===== config.mk =====
export PLATFORM = sky130hd
export DESIGN_NAME = agu_k2_sched
export DESIGN_NICKNAME = d
export VERILOG_FILES = /design/src/rtl/agu_k2_pkg.sv /design/src/rtl/agu_k2_beat_mon.sv /design/src/rtl/agu_k2_sched.sv
export SDC_FILE = /design/constraint.sdc
export NUM_CORES = 1
export LEC_CHECK = 0
export BUFFER_PORTS_ARGS = -buffer_cell sky130_fd_sc_hd__buf_4
export CAP_MARGIN = 20
export CORE_ASPECT_RATIO = 1.75
export CORE_UTILIZATION = 47
export DETAILED_ROUTE_END_ITERATION = 10
export GPL_ROUTABILITY_DRIVEN = 0
export GPL_TIMING_DRIVEN = 0
export MAX_ROUTING_LAYER = met4
export PLACE_DENSITY = 0.73
export SYNTH_ARGS = -nofsm -noshare
export SYNTH_HDL_FRONTEND = slang
export SYNTH_SLANG_ARGS = --single-unit

===== constraint.sdc =====
create_clock -name clk -period 2.4 [get_ports clk]
set_input_delay 0.48 -clock clk [delete_from_list [all_inputs] [get_ports clk]]
set_output_delay 0.48 -clock clk [all_outputs]
set_load 0.01 [all_outputs]

===== src/rtl/agu_k2_pkg.sv =====
// agu_k2_pkg: shared state encoding and default widths for the k2 batch scheduler
// Contents: sched_state_e (IDLE, LAUNCH, RUN, DRAIN, DONE), default batch/beat widths,
// and the per-batch beat count for a 2^K2_LOG_N-point k2 transform.
package agu_k2_pkg;
    typedef enum logic [2:0] {IDLE, LAUNCH, RUN, DRAIN, DONE} sched_state_e;
    localparam int BATCH_W_DEF = 8;
    localparam int BEAT_W_DEF = 16;
    localparam int K2_LOG_N = 10;
    localparam int EXP_BEATS_DEF = 1 << K2_LOG_N;
endpackage


===== src/rtl/agu_k2_beat_mon.sv =====
// agu_k2_beat_mon: saturating beat counter, stage capture and sticky beat/protocol error flags
// Ports: clk, rst (sync, active high); clr_cnt zeroes the beat count; cnt_en marks states
// where beats are legal and counted; done_ok marks states where a done pulse is legal;
// chk_en allows the beat-count check on done; clr_err clears both sticky errors;
// beat/done/l_in come from the pipeline; stage_l, err_beats, err_proto are registered outputs.
module agu_k2_beat_mon import agu_k2_pkg::*; #(
    parameter int D_WIDTH = 32,
    parameter int BEAT_W = BEAT_W_DEF,
    parameter int EXP_BEATS = EXP_BEATS_DEF
) (
    input  logic               clk,
    input  logic               rst,
    input  logic               clr_cnt,
    input  logic               cnt_en,
    input  logic               done_ok,
    input  logic               chk_en,
    input  logic               clr_err,
    input  logic               beat,
    input  logic               done,
    input  logic [D_WIDTH-1:0] l_in,
    output logic [D_WIDTH-1:0] stage_l,
    output logic               err_beats,
    output logic               err_proto
);
    logic [BEAT_W-1:0] beat_cnt;
    logic [BEAT_W-1:0] cnt_nx;
    logic              bad;
    // a beat coinciding with done is counted before the check
    assign cnt_nx = (cnt_en && beat && !(&beat_cnt)) ? beat_cnt + 1'b1 : beat_cnt;
    assign bad = (done && !done_ok) || (beat && !cnt_en);
    always_ff @(posedge clk) begin
        if (rst) begin
            beat_cnt <= '0;
            stage_l <= '0;
            err_beats <= 1'b0;
            err_proto <= 1'b0;
        end else begin
            beat_cnt <= clr_cnt ? '0 : cnt_nx;
            if (beat) stage_l <= l_in;
            err_beats <= !clr_err && (err_beats || (chk_en && done && cnt_nx != BEAT_W'(EXP_BEATS)));
            err_proto <= !clr_err && (err_proto || bad);
        end
    end
endmodule


===== src/rtl/agu_k2_sched.sv =====
// agu_k2_sched: batch scheduler driving the k2 AGU enable with a drain gap between batches
// Ports: clk, rst (sync, active high); cmd_valid/cmd_ready/cmd_batches command handshake;
// abort ends the command; agu_enable_k2 enable level; agu_done_out_k2 done pulse;
// bn_ma_out_en_k2 beat valid; l_agu_out_k2 stage index; busy, batch_idx, stage_l,
// sched_done, err_beats, err_proto status. Optional watchdog under AGU_K2_SCHED_WDOG_EN
// adds parameter WDOG_LIMIT and sticky output err_wdog.
module agu_k2_sched import agu_k2_pkg::*; #(
    parameter int D_WIDTH = 32,
    parameter int BATCH_W = BATCH_W_DEF,
    parameter int BEAT_W = BEAT_W_DEF,
    parameter int EXP_BEATS = EXP_BEATS_DEF,
    parameter int DRAIN_CYC = 4
`ifdef AGU_K2_SCHED_WDOG_EN
    , parameter int WDOG_LIMIT = (1 << 20) - 1
`endif
) (
    input  logic               clk,
    input  logic               rst,
    input  logic               cmd_valid,
    output logic               cmd_ready,
    input  logic [BATCH_W-1:0] cmd_batches,
    input  logic               abort,
    output logic               agu_enable_k2,
    input  logic               agu_done_out_k2,
    input  logic               bn_ma_out_en_k2,
    input  logic [D_WIDTH-1:0] l_agu_out_k2,
    output logic               busy,
    output logic [BATCH_W-1:0] batch_idx,
    output logic [D_WIDTH-1:0] stage_l,
    output logic               sched_done,
    output logic               err_beats,
    output logic               err_proto
`ifdef AGU_K2_SCHED_WDOG_EN
    , output logic             err_wdog
`endif
);
    localparam int DR_W = $clog2(DRAIN_CYC + 1);
    sched_state_e       state;
    logic [BATCH_W-1:0] batches;
    logic [DR_W-1:0]    drain_cnt;
    logic               accept;
    logic               last;
    logic               active;
    logic               abort_eff;
    assign accept = cmd_valid && cmd_ready;
    assign last = batch_idx == batches - BATCH_W'(1);
    assign active = state == LAUNCH || state == RUN || state == DRAIN;
`ifdef AGU_K2_SCHED_WDOG_EN
    logic [19:0] wdog;
    logic        wd_hit;
    assign wd_hit = state == RUN && wdog == 20'(WDOG_LIMIT);
    assign abort_eff = abort || wd_hit;
    // held at zero outside RUN, so it starts from zero on every RUN entry
    always_ff @(posedge clk) begin
        if (rst) begin
            wdog <= '0;
            err_wdog <= 1'b0;
        end else begin
            wdog <= (state != RUN || bn_ma_out_en_k2) ? '0 : wdog + 20'd1;
            err_wdog <= !accept && (err_wdog || wd_hit);
        end
    end
`else
    assign abort_eff = abort;
`endif
    // outputs are registered from the next state, so enable is high while in LAUNCH
    // and sched_done is high while in DONE
    always_ff @(posedge clk) begin
        if (rst) begin
            state <= IDLE;
            cmd_ready <= 1'b1;
            agu_enable_k2 <= 1'b0;
            busy <= 1'b0;
            sched_done <= 1'b0;
            batch_idx <= '0;
            batches <= '0;
            drain_cnt <= '0;
        end else begin
            cmd_ready <= state == IDLE && !accept;
            sched_done <= 1'b0;
            case (state)
                IDLE: if (accept) begin
                    batches <= cmd_batches;
                    batch_idx <= '0;
                    busy <= 1'b1;
                    state <= cmd_batches == '0 ? DONE : LAUNCH;
                    sched_done <= cmd_batches == '0;
                    agu_enable_k2 <= cmd_batches != '0;
                end
                LAUNCH: state <= RUN;
                RUN: if (agu_done_out_k2) begin
                    agu_enable_k2 <= 1'b0;
                    state <= last ? DONE : DRAIN;
                    sched_done <= last;
                    drain_cnt <= DR_W'(DRAIN_CYC - 1);
                end
                DRAIN: if (drain_cnt == '0) begin
                    batch_idx <= batch_idx + 1'b1;
                    agu_enable_k2 <= 1'b1;
                    state <= LAUNCH;
                end else begin
                    drain_cnt <= drain_cnt - 1'b1;
                end
                DONE: begin
                    state <= IDLE;
                    busy <= 1'b0;
                end
                default: state <= IDLE;
            endcase
            if (active && abort_eff) begin
                state <= DONE;
                agu_enable_k2 <= 1'b0;
                sched_done <= 1'b1;
            end
        end
    end
    agu_k2_beat_mon #(
        .D_WIDTH(D_WIDTH),
        .BEAT_W(BEAT_W),
        .EXP_BEATS(EXP_BEATS)
    ) u_mon (
        .clk(clk),
        .rst(rst),
        .clr_cnt(state == LAUNCH),
        .cnt_en(state == RUN || state == DRAIN),
        .done_ok(state == RUN),
        .chk_en(state == RUN && !abort_eff),
        .clr_err(accept),
        .beat(bn_ma_out_en_k2),
        .done(agu_done_out_k2),
        .l_in(l_agu_out_k2),
        .stage_l(stage_l),
        .err_beats(err_beats),
        .err_proto(err_proto)
    );
endmodule


Word level (Yosys, flattened, before mapping)
Cells that the tools add are included.
Word-level totals
  bits in registers: 76
  output and inout bits: 46
  logic and storage cells: 95
Operators by class
  add/subtract/negate cells: 4
  eq/ne operators: 13
  muxes and demuxes: 24
  reductions and logical operators: 41
Operators with widths (number)
  $mux W3: 8
  $add A16 B1 Y16 const B: 1
  $mux W16: 1
  $mux W8: 2
  $ne A16 B11 Y1 const B: 1
  $pmux W8 S2: 1
  $reduce_and A16 Y1: 1
  $logic_and A1 B1 Y1: 12
  $pmux W3 S4: 1
  $reduce_and A3 Y1: 4
  $add A8 B1 Y8 const B: 1
  $eq A8 B8 Y1: 1
  $logic_not A8 Y1: 1
  $reduce_bool A8 Y1: 1
  $sub A8 B1 Y8 const B: 1
  $mux W1: 7
  $eq A3 B2 Y1 const B: 2
  $logic_not A3 Y1: 2
  $logic_or A1 B1 Y1: 6
  $ne A2 B2 Y1 const B: 3
  $ne A3 B3 Y1 const B: 2
  $pmux W3 S2: 1
  $reduce_bool A2 Y1: 3
  $logic_not A1 Y1: 5
  other kinds (11): 14

Longest topological paths before layout
Gate-level depths: netlist of the first run.
  word-level depth: 9
  gate-level depth with buffers: 9
  depth with buffers taken out: 9

Modules after synthesis
A second synthesis of the first run with hierarchy kept.
Unflattened totals
  cells, all modules: 413
  area, all modules: 3684.8 µm²
Modules (own cells, without submodules)
  agu_k2_beat_mon: instances 1, cells each 239, area each 2244.7 µm², seq. area each 1001.0 µm²
  agu_k2_sched: instances 1, cells each 174, area each 1440.1 µm², seq. area each 520.5 µm²

Worst setup path after synthesis of the first run
OpenSTA, ideal clock, no wires.
  path kind: input port to flip-flop
  start: input port bn_ma_out_en_k2
  end: register u_mon.err_beats
  setup time: 0.126 ns
  data arrival time: 1.907 ns
  data required time: 2.274 ns
  path slack: 0.367 ns
  stages on the path: 9
  path buffers: 2
  path through: buf_2 and3b_1 clkbuf_1 nand2_1 nor3_1 mux2i_1 o211ai_1 a2111oi_2 a21oi_1
On the way
  word-level cells in the longest chain between the ends: 7
RTL lines
  from (decl): line agu_k2_sched.sv:25  | input logic bn_ma_out_en_k2,
  $logic_and A1 B1 Y1 (2 in series): line agu_k2_beat_mon.sv:29  | assign cnt_nx = (cnt_en && beat && !(&beat_cnt)) ? beat_cnt + 1'b1 : beat_cnt;
  $mux W16: line agu_k2_beat_mon.sv:29
  $ne A16 B11 Y1: line agu_k2_beat_mon.sv:40  | err_beats <= !clr_err && (err_beats || (chk_en && done && cnt_nx != BEAT_W'(EXP_BEATS)));
  $logic_and A1 B1 Y1: line agu_k2_beat_mon.sv:40
  $logic_or A1 B1 Y1: line agu_k2_beat_mon.sv:40
  $logic_and A1 B1 Y1: line agu_k2_beat_mon.sv:40
  to (signal assigned): line agu_k2_beat_mon.sv:40
  to (decl): line agu_k2_beat_mon.sv:22  | output logic err_beats,
No other way between the ends.
A chain may end at the register's enable or synchronous reset.

Worst setup path in the final report of the first run
  start: register u_mon.beat_cnt[1]
  end: register u_mon.err_beats
On the way
  word-level cells in the longest chain between the ends: 8
RTL lines
  from (decl): line agu_k2_beat_mon.sv:25  | logic [BEAT_W-1:0] beat_cnt;
  from (signal assigned): line agu_k2_beat_mon.sv:38  | beat_cnt <= clr_cnt ? '0 : cnt_nx;
  parallel branches: the longest is 3 deep, another holds $add A16 B1 Y16
  $mux W16 (*): line agu_k2_beat_mon.sv:29
  $ne A16 B11 Y1 (*): line agu_k2_beat_mon.sv:40
  $logic_and A1 B1 Y1 (*): line agu_k2_beat_mon.sv:40
  $logic_or A1 B1 Y1 (*): line agu_k2_beat_mon.sv:40
  $logic_and A1 B1 Y1 (*): line agu_k2_beat_mon.sv:40
Mark *: on every way between the ends.

==> results of run 1 <==
[layer usage]
| layer | vias to the layer above | wire length [um] |
|---|---|---|
| met5 | - | 0 |
| met4 | 0 | 252 |
| met3 | 25 | 427 |
| met2 | 110 | 5340 |
| met1 | 1608 | 3640 |
| li1 | 1730 | - |
[critical path, stage by stage (launching register included)]
cell and delay [ns]:
dfxtp_1 0.46, ha_1 0.36, and3_1 0.31, nand3_2 0.15
a311oi_1 0.36, o211ai_1 0.17, a2111oi_2 0.28, a21oi_1 0.12
[where the power goes]
part,total [mW],switching (mW),internal [mW]
registers,1.49,0.106,1.39
clock network,1.22,0.503,0.720
logic,1.02,0.592,0.428
[synthesized netlist by cell type, drive strengths merged (5+ instances only)]
cell type,count,area [um2]
nor2b,6,37.5
and3,6,37.5
nand2,42,158
mux2i,34,340
nand3,9,50.1
nand4,10,62.6
buf,10,55.1
nor3,19,100
ha,5,62.6
nor2,68,255
xor2,10,87.6
a21oi,28,140
inv,10,37.5
a211oi,7,52.6
o21ai,14,70.1
clkbuf,16,61.3
xnor2,18,158
dfxtp,76,1520
[metrics by stage]
step / worst slack [ns] / utilization (%) / area (um2)
finish: 0.0757 / 63.4 / 4800
global route: -0.112 / 63.4 / 4800
CTS: 0.00685 / 62.7 / 4740
detailed placement: -0.127 / 58.9 / 4460
global placement: -0.161 / 58.9 / 4460
floorplan: 0.367 / - / 3670
[cells by family (layout without fill, tap and decap cells)]
logic type	Yosys count	after routing
xor gates and xnor gates	28	28
buffers and inverters	36	142
and+or+nand+nor	186	186
muxes	34	34
AOI/OAI and AO/OA	70	70
DFF	76	76
adders and majority gates	5	5
[path summary, 6_finish.rpt]
check | from | to | slack (ns) | depth (start not counted)
worst max-delay path | u_mon.beat_cnt[1] | u_mon.err_beats | 0.08 | 7
worst min-delay path | l_agu_out_k2[22] | u_mon.stage_l[22] | 0.38 | 3
worst max register to register | u_mon.beat_cnt[1] | u_mon.err_beats | 0.08 | 7
worst min register to register | drain_cnt[0] | drain_cnt[0] | 0.47 | 1
[flip-flops by register name, indices dropped and copies added (netlist names)]
name / cells
cmd_ready: 1
agu_enable_k2: 1
u_mon.stage_l: 32
sched_done: 1
batch_idx: 8
u_mon.beat_cnt: 16
state: 3
drain_cnt: 3
batches: 8
u_mon.err_proto: 1
busy: 1
u_mon.err_beats: 1
[final cells by class]
class | count | share of cell area (%)
Inverter | 10 | 0.782
Timing Repair Buffer | 92 | 14.4
Multi-Input combinational cell | 323 | 42.8
Tap cell | 88 | 2.30
Clock buffer | 11 | 5.06
Buffer | 25 | 2.35
Clock inverter | 4 | 0.548
Sequential cell | 76 | 31.7
[cells in the final DEF, fill, tap and decap left out, drive strengths merged, types with 5 or more instances in the layout]
cell	netlist	routed
buf	10	102
dfxtp	76	76
nor2	68	68
nand2	42	42
mux2i	34	34
a21oi	28	28
clkbuf	16	26
nor3	19	19
xnor2	18	18
o21ai	14	14
inv	10	10
nand4	10	10
xor2	10	10
nand3	9	9
a211oi	7	7
nor2b	6	6
and3	6	6
ha	5	5
[timing repair]
item,in CTS,in global routing
cloned,0,0
setup endpoints to repair,1,16
setup buffers,0,2
resized for setup,2,8
==> run metrics, run 1 <==
status finished clean; Post-Layout Cell Count 629; worst min path class input pin to flop; routed vias/inst 5.52; Mean Syn Cell Area 8.44 um2; CTS sink count 76; vias in the first global route 3,427; fraction of the mapped netlist area in adder cells 1.70%; CTS root buf clkbuf_16; post-synthesis mux area share 9.26%; Worst VDD drop 582 uV; post-synth design cell area 3670 um2; FF/Latch Area 1520 um2; number of port buffers 90; final period utilization 96.8%; M3 GR Usage 7.76%; clock tree buffer depth 2; kind of critical path flop to flop; max cap viols 0; syn_nets 486; Ant. Diodes 0; Area growth syn-to-layout 30.6%; worst skew pair latency 0.33 ns; Max Freq 430 MHz; total track usage 26.6%; final WL 9.67 mm; Finish-stage setup viols 0; Syn. warnings 0; Simple-Gate Fraction of Synth Area 24.5%; Final Hold Fails 0; Worst Skew 0.00389 ns; Die ar. 8190 um2; global-route wire length before repair 15.8 mm; setup TNS 0 ns; GRT overflow 0; Final ANT Viol Nets 0; Final Critical Period 2.32 ns; main combinational cell family by area after synthesis simple AND/OR/NAND/NOR gates; WP data required 2.61 ns; crit start category flop; DR iter-0 viols 244; grt peak-use layer met2; relative slew slack 53.0%; Detailed Place HPWL 7.20 mm; Final Max Slew Viols 0; Final nets 588; CP Capture Type flop; placed cell count 613; Seq/Total Area, Yosys 41.4%; hold_buf cts 0; WL/cell 15.4 um; compound-cell area share of the yosys netlist 12.3%; I/O pin cnt 92; Leak 2.01 nW; die height 119 um; Yosys cell types 51; initial antenna violation count 0; # rows 42; Worst Path Arrival 2.53 ns; synthesized flop and latch total 76; # DRC 0; H-tree levels 3; Num CTS Buffers 9; CTS tree done; Initial Util 48.5%; layout cells sized above 1 23.8%; DR pass1 iterations 4; XOR/XNOR share of the synthesized area 6.68%; largest net degree at the start of global routing 13; Post-Synthesis Cells 435; CP max FO 8; Main synth FF type dfxtp_1; EDFF count, synth 0; area occupied by multi-input gates 2050 um2; GRT met2 Usage 45.2%; worst slew pin tran 0.706 ns; share of synthesized registers carrying an async set or reset 0%; Fill cells 697; worst hold margin 0.382 ns; P per Cell Area 779 nW/um2; met1 GRT Util 27.2%; Overall Power 3.74 mW; core area 7570 um2; vias post-DR 3,473; Horiz. Die Dim 68.8 um; Reg clk slew, reported paths 0.06 ns
(Power assumes the default switching activity.)
==> run 2: changes to the inputs <==
Settings changed: CORE_ASPECT_RATIO 1.75 to 1.4, PLACE_DENSITY 0.73 to 0.76.
Clock period 2.4 ns to 2 ns, I/O delays scaled along.
==> run 2 against run 1 <==
The flow now finishes with violations (negative setup slack); combinational power is 31% higher; clock skew is 0.0067 ns higher; critical endpoint unchanged; largest cell class unchanged; setup slack worse by 0.17 ns; routed wire length is 1.2% higher; die area is 0.11% lower; highest routed layer unchanged; clock power is 8% lower; design area is 2.7% higher; register-to-register slack worse by 0.17 ns; via count is 3.1% higher; non-clock buffer count is 4 higher; sequential cell count stayed put.
==> run metrics, run 2 (synthesis results as in run 1) <==
crit start category flop; total track usage 24.6% (-2.0 points); core area 7450 um2 (-1.5%); CTS tree done; WP data required 2.24 ns (-0.37 ns); relative slew slack 53.0% (about the same); kind of critical path flop to flop; CP Capture Type flop; Final Hold Fails 0 (unchanged); failing checks negative setup slack; Final Critical Period 2.10 ns (-0.229 ns); # rows 37 (-12%); post-placement setup slack -0.404 ns (-0.277 ns); die height 107 um (-10%); DR pass1 iterations 5 (+1); Ant. Diodes 0 (unchanged); Detailed Place HPWL 7.05 mm (-2.1%); final period utilization 105% (+7.9 points); P_sw 1.46 mW (+21%); max cap viols 0 (unchanged); R2R cell count 8 (+1); clock power share 26.2% (-6.5 points); CTS sink count 76 (unchanged); most common cell after layout, fill and taps aside buf_4; RSZ-0062 raised after global routing true; Switching Share 34.2% (+2.0 points); Die ar. 8180 um2 (-0.11%); Finish-stage setup viols 1 (+1); CTS root buf clkbuf_8; Max Freq 477 MHz (+11%); Worst Path Arrival 2.34 ns (-0.19 ns); worst skew pair latency 0.36 ns (+0.03 ns); Worst VDD drop 663 uV (+14%); worst slew pin tran 0.706 ns (-0.000134 ns); commonest cells after routing, fill and taps aside 98 x buf_4, 64 x nor2_1, 63 x dfxtp_1, 40 x nand2_1, 33 x mux2i_1; max reg flops 32 (unchanged); worst min path class input pin to flop; Horiz. Die Dim 76.7 um (+11%); initial antenna violation count 0 (unchanged); routed vias/inst 5.57 (+0.84%); number of port buffers 90 (unchanged); vias post-DR 3,580 (+3.1%); DR iter-0 viols 152 (-38%); Final Max Slew Viols 0 (unchanged); internal power 2.81 mW (+11%); global-route wire length before repair 15.5 mm (-1.8%); # DRC 0 (unchanged); largest registers u_mon.stage_l: 32 flops, u_mon.beat_cnt: 16 flops; GRT overflow 0 (unchanged); largest net degree at the start of global routing 13 (unchanged); P per Cell Area 866 nW/um2 (+11%); CP max FO 8 (unchanged); worst hold margin 0.274 ns (-0.108 ns); final WL 9.78 mm (+1.2%); H-tree levels 3 (unchanged); Final ANT Viol Nets 0 (unchanged); Num CTS Buffers 9 (unchanged); I/O pin cnt 92 (unchanged); vias in the first global route 3,454 (+0.79%); Reg with most FFs u_mon.stage_l; clock tree buffer depth 2 (unchanged); setup slack after layout -0.0952 ns (-0.171 ns); Seq pwr share 42.3% (+2.4 points); Leak 2.07 nW (+2.9%); Worst Skew 0.0106 ns (+0.00668 ns); Final nets 592 (+0.68%); part of the power in combinational logic 31.5% (+4.2 points); WL/cell 15.2 um (-1.0%); status finished, violations left; Reg clk slew, reported paths 0.08 ns (+0.02 ns); WHS Path Cells 3 (unchanged); Area growth syn-to-layout 34.1%; layout cells sized above 1 32.2% (+8.4 points); Initial Util 49.3% (+0.74 points)
run 2: changes by cell type in the layout (fill, tap and decap cells not counted), sizes merged:
cell    delta
buf        +6
clkbuf     -1
run 2: critical path, stage by stage, from the launching register on:
cell and delay, ns:
dfxtp_4 0.38, ha_4 0.19, and3_2 0.25, a211oi_1 0.29, a21oi_1 0.10, a21oi_1 0.15, o211ai_1 0.12, a2111oi_2 0.39
a21oi_1 0.10
run 2: final timing paths:
path / startpoint / slack [ns] / endpoint
setup / recovery: u_mon.beat_cnt[0] / -0.1 / u_mon.err_beats
hold reg to reg: batches[7] / 0.48 / batches[7]
hold / removal: rst / 0.27 / cmd_ready
setup reg to reg: u_mon.beat_cnt[0] / -0.1 / u_mon.err_beats
run 2: cell type report:
class                      count  area [um2]
fill                         618        2530
timing repair buffer          98         736
multi-input combinational    323        2170
buffer                        23         133
inverter                      10        37.5
tap                           97         121
clock buffer                  12         165
sequential                    76        1540
clock inverter                 4        22.5
run 2: power groups by stage:
stage	Combinational (mW)	Clock, mW	Sequential, mW
3_5_place_dp	1.18	0	1.82
2_1_floorplan	0.770	0	1.82
3_3_place_gp	1.13	0	1.81
4_1_cts	1.27	1.14	1.79
5_1_grt	1.48	1.21	1.82
6_report	1.34	1.12	1.80
run 2: metal layers:
layer / wire length [um] / global-route usage (%) / vias up
li1: - / - / 1733
met5: 0 / - / -
met3: 549 / 4.00 / 36
met2: 5100 / 43.7 / 152
met1: 3830 / 25.6 / 1659
met4: 301 / 14.4 / 0
run 2: repair_timing:
item | 4_1_cts | 5_1_grt
pin swaps | 7 | 16
setup endpoints to repair | 17 | 19
resized for setup | 15 | 60
buffers inserted | 2 | 6
hold buffers | 0 | 0
endpoints found under the hold margin | 0 | 0
run 2: per-stage QoR:
stage	util, %	power (mW)	area (um2)	setup TNS, ns	std cells
floorplan	-	2.59	3670	0	435
global placement	60.0	2.94	4470	-2.64	622
detailed placement	60.0	3.00	4470	-3.16	622
CTS	63.6	4.19	4740	-0.140	639
global route	66.1	4.51	4920	-0.234	643
finish	66.1	4.27	4920	-0.0952	643
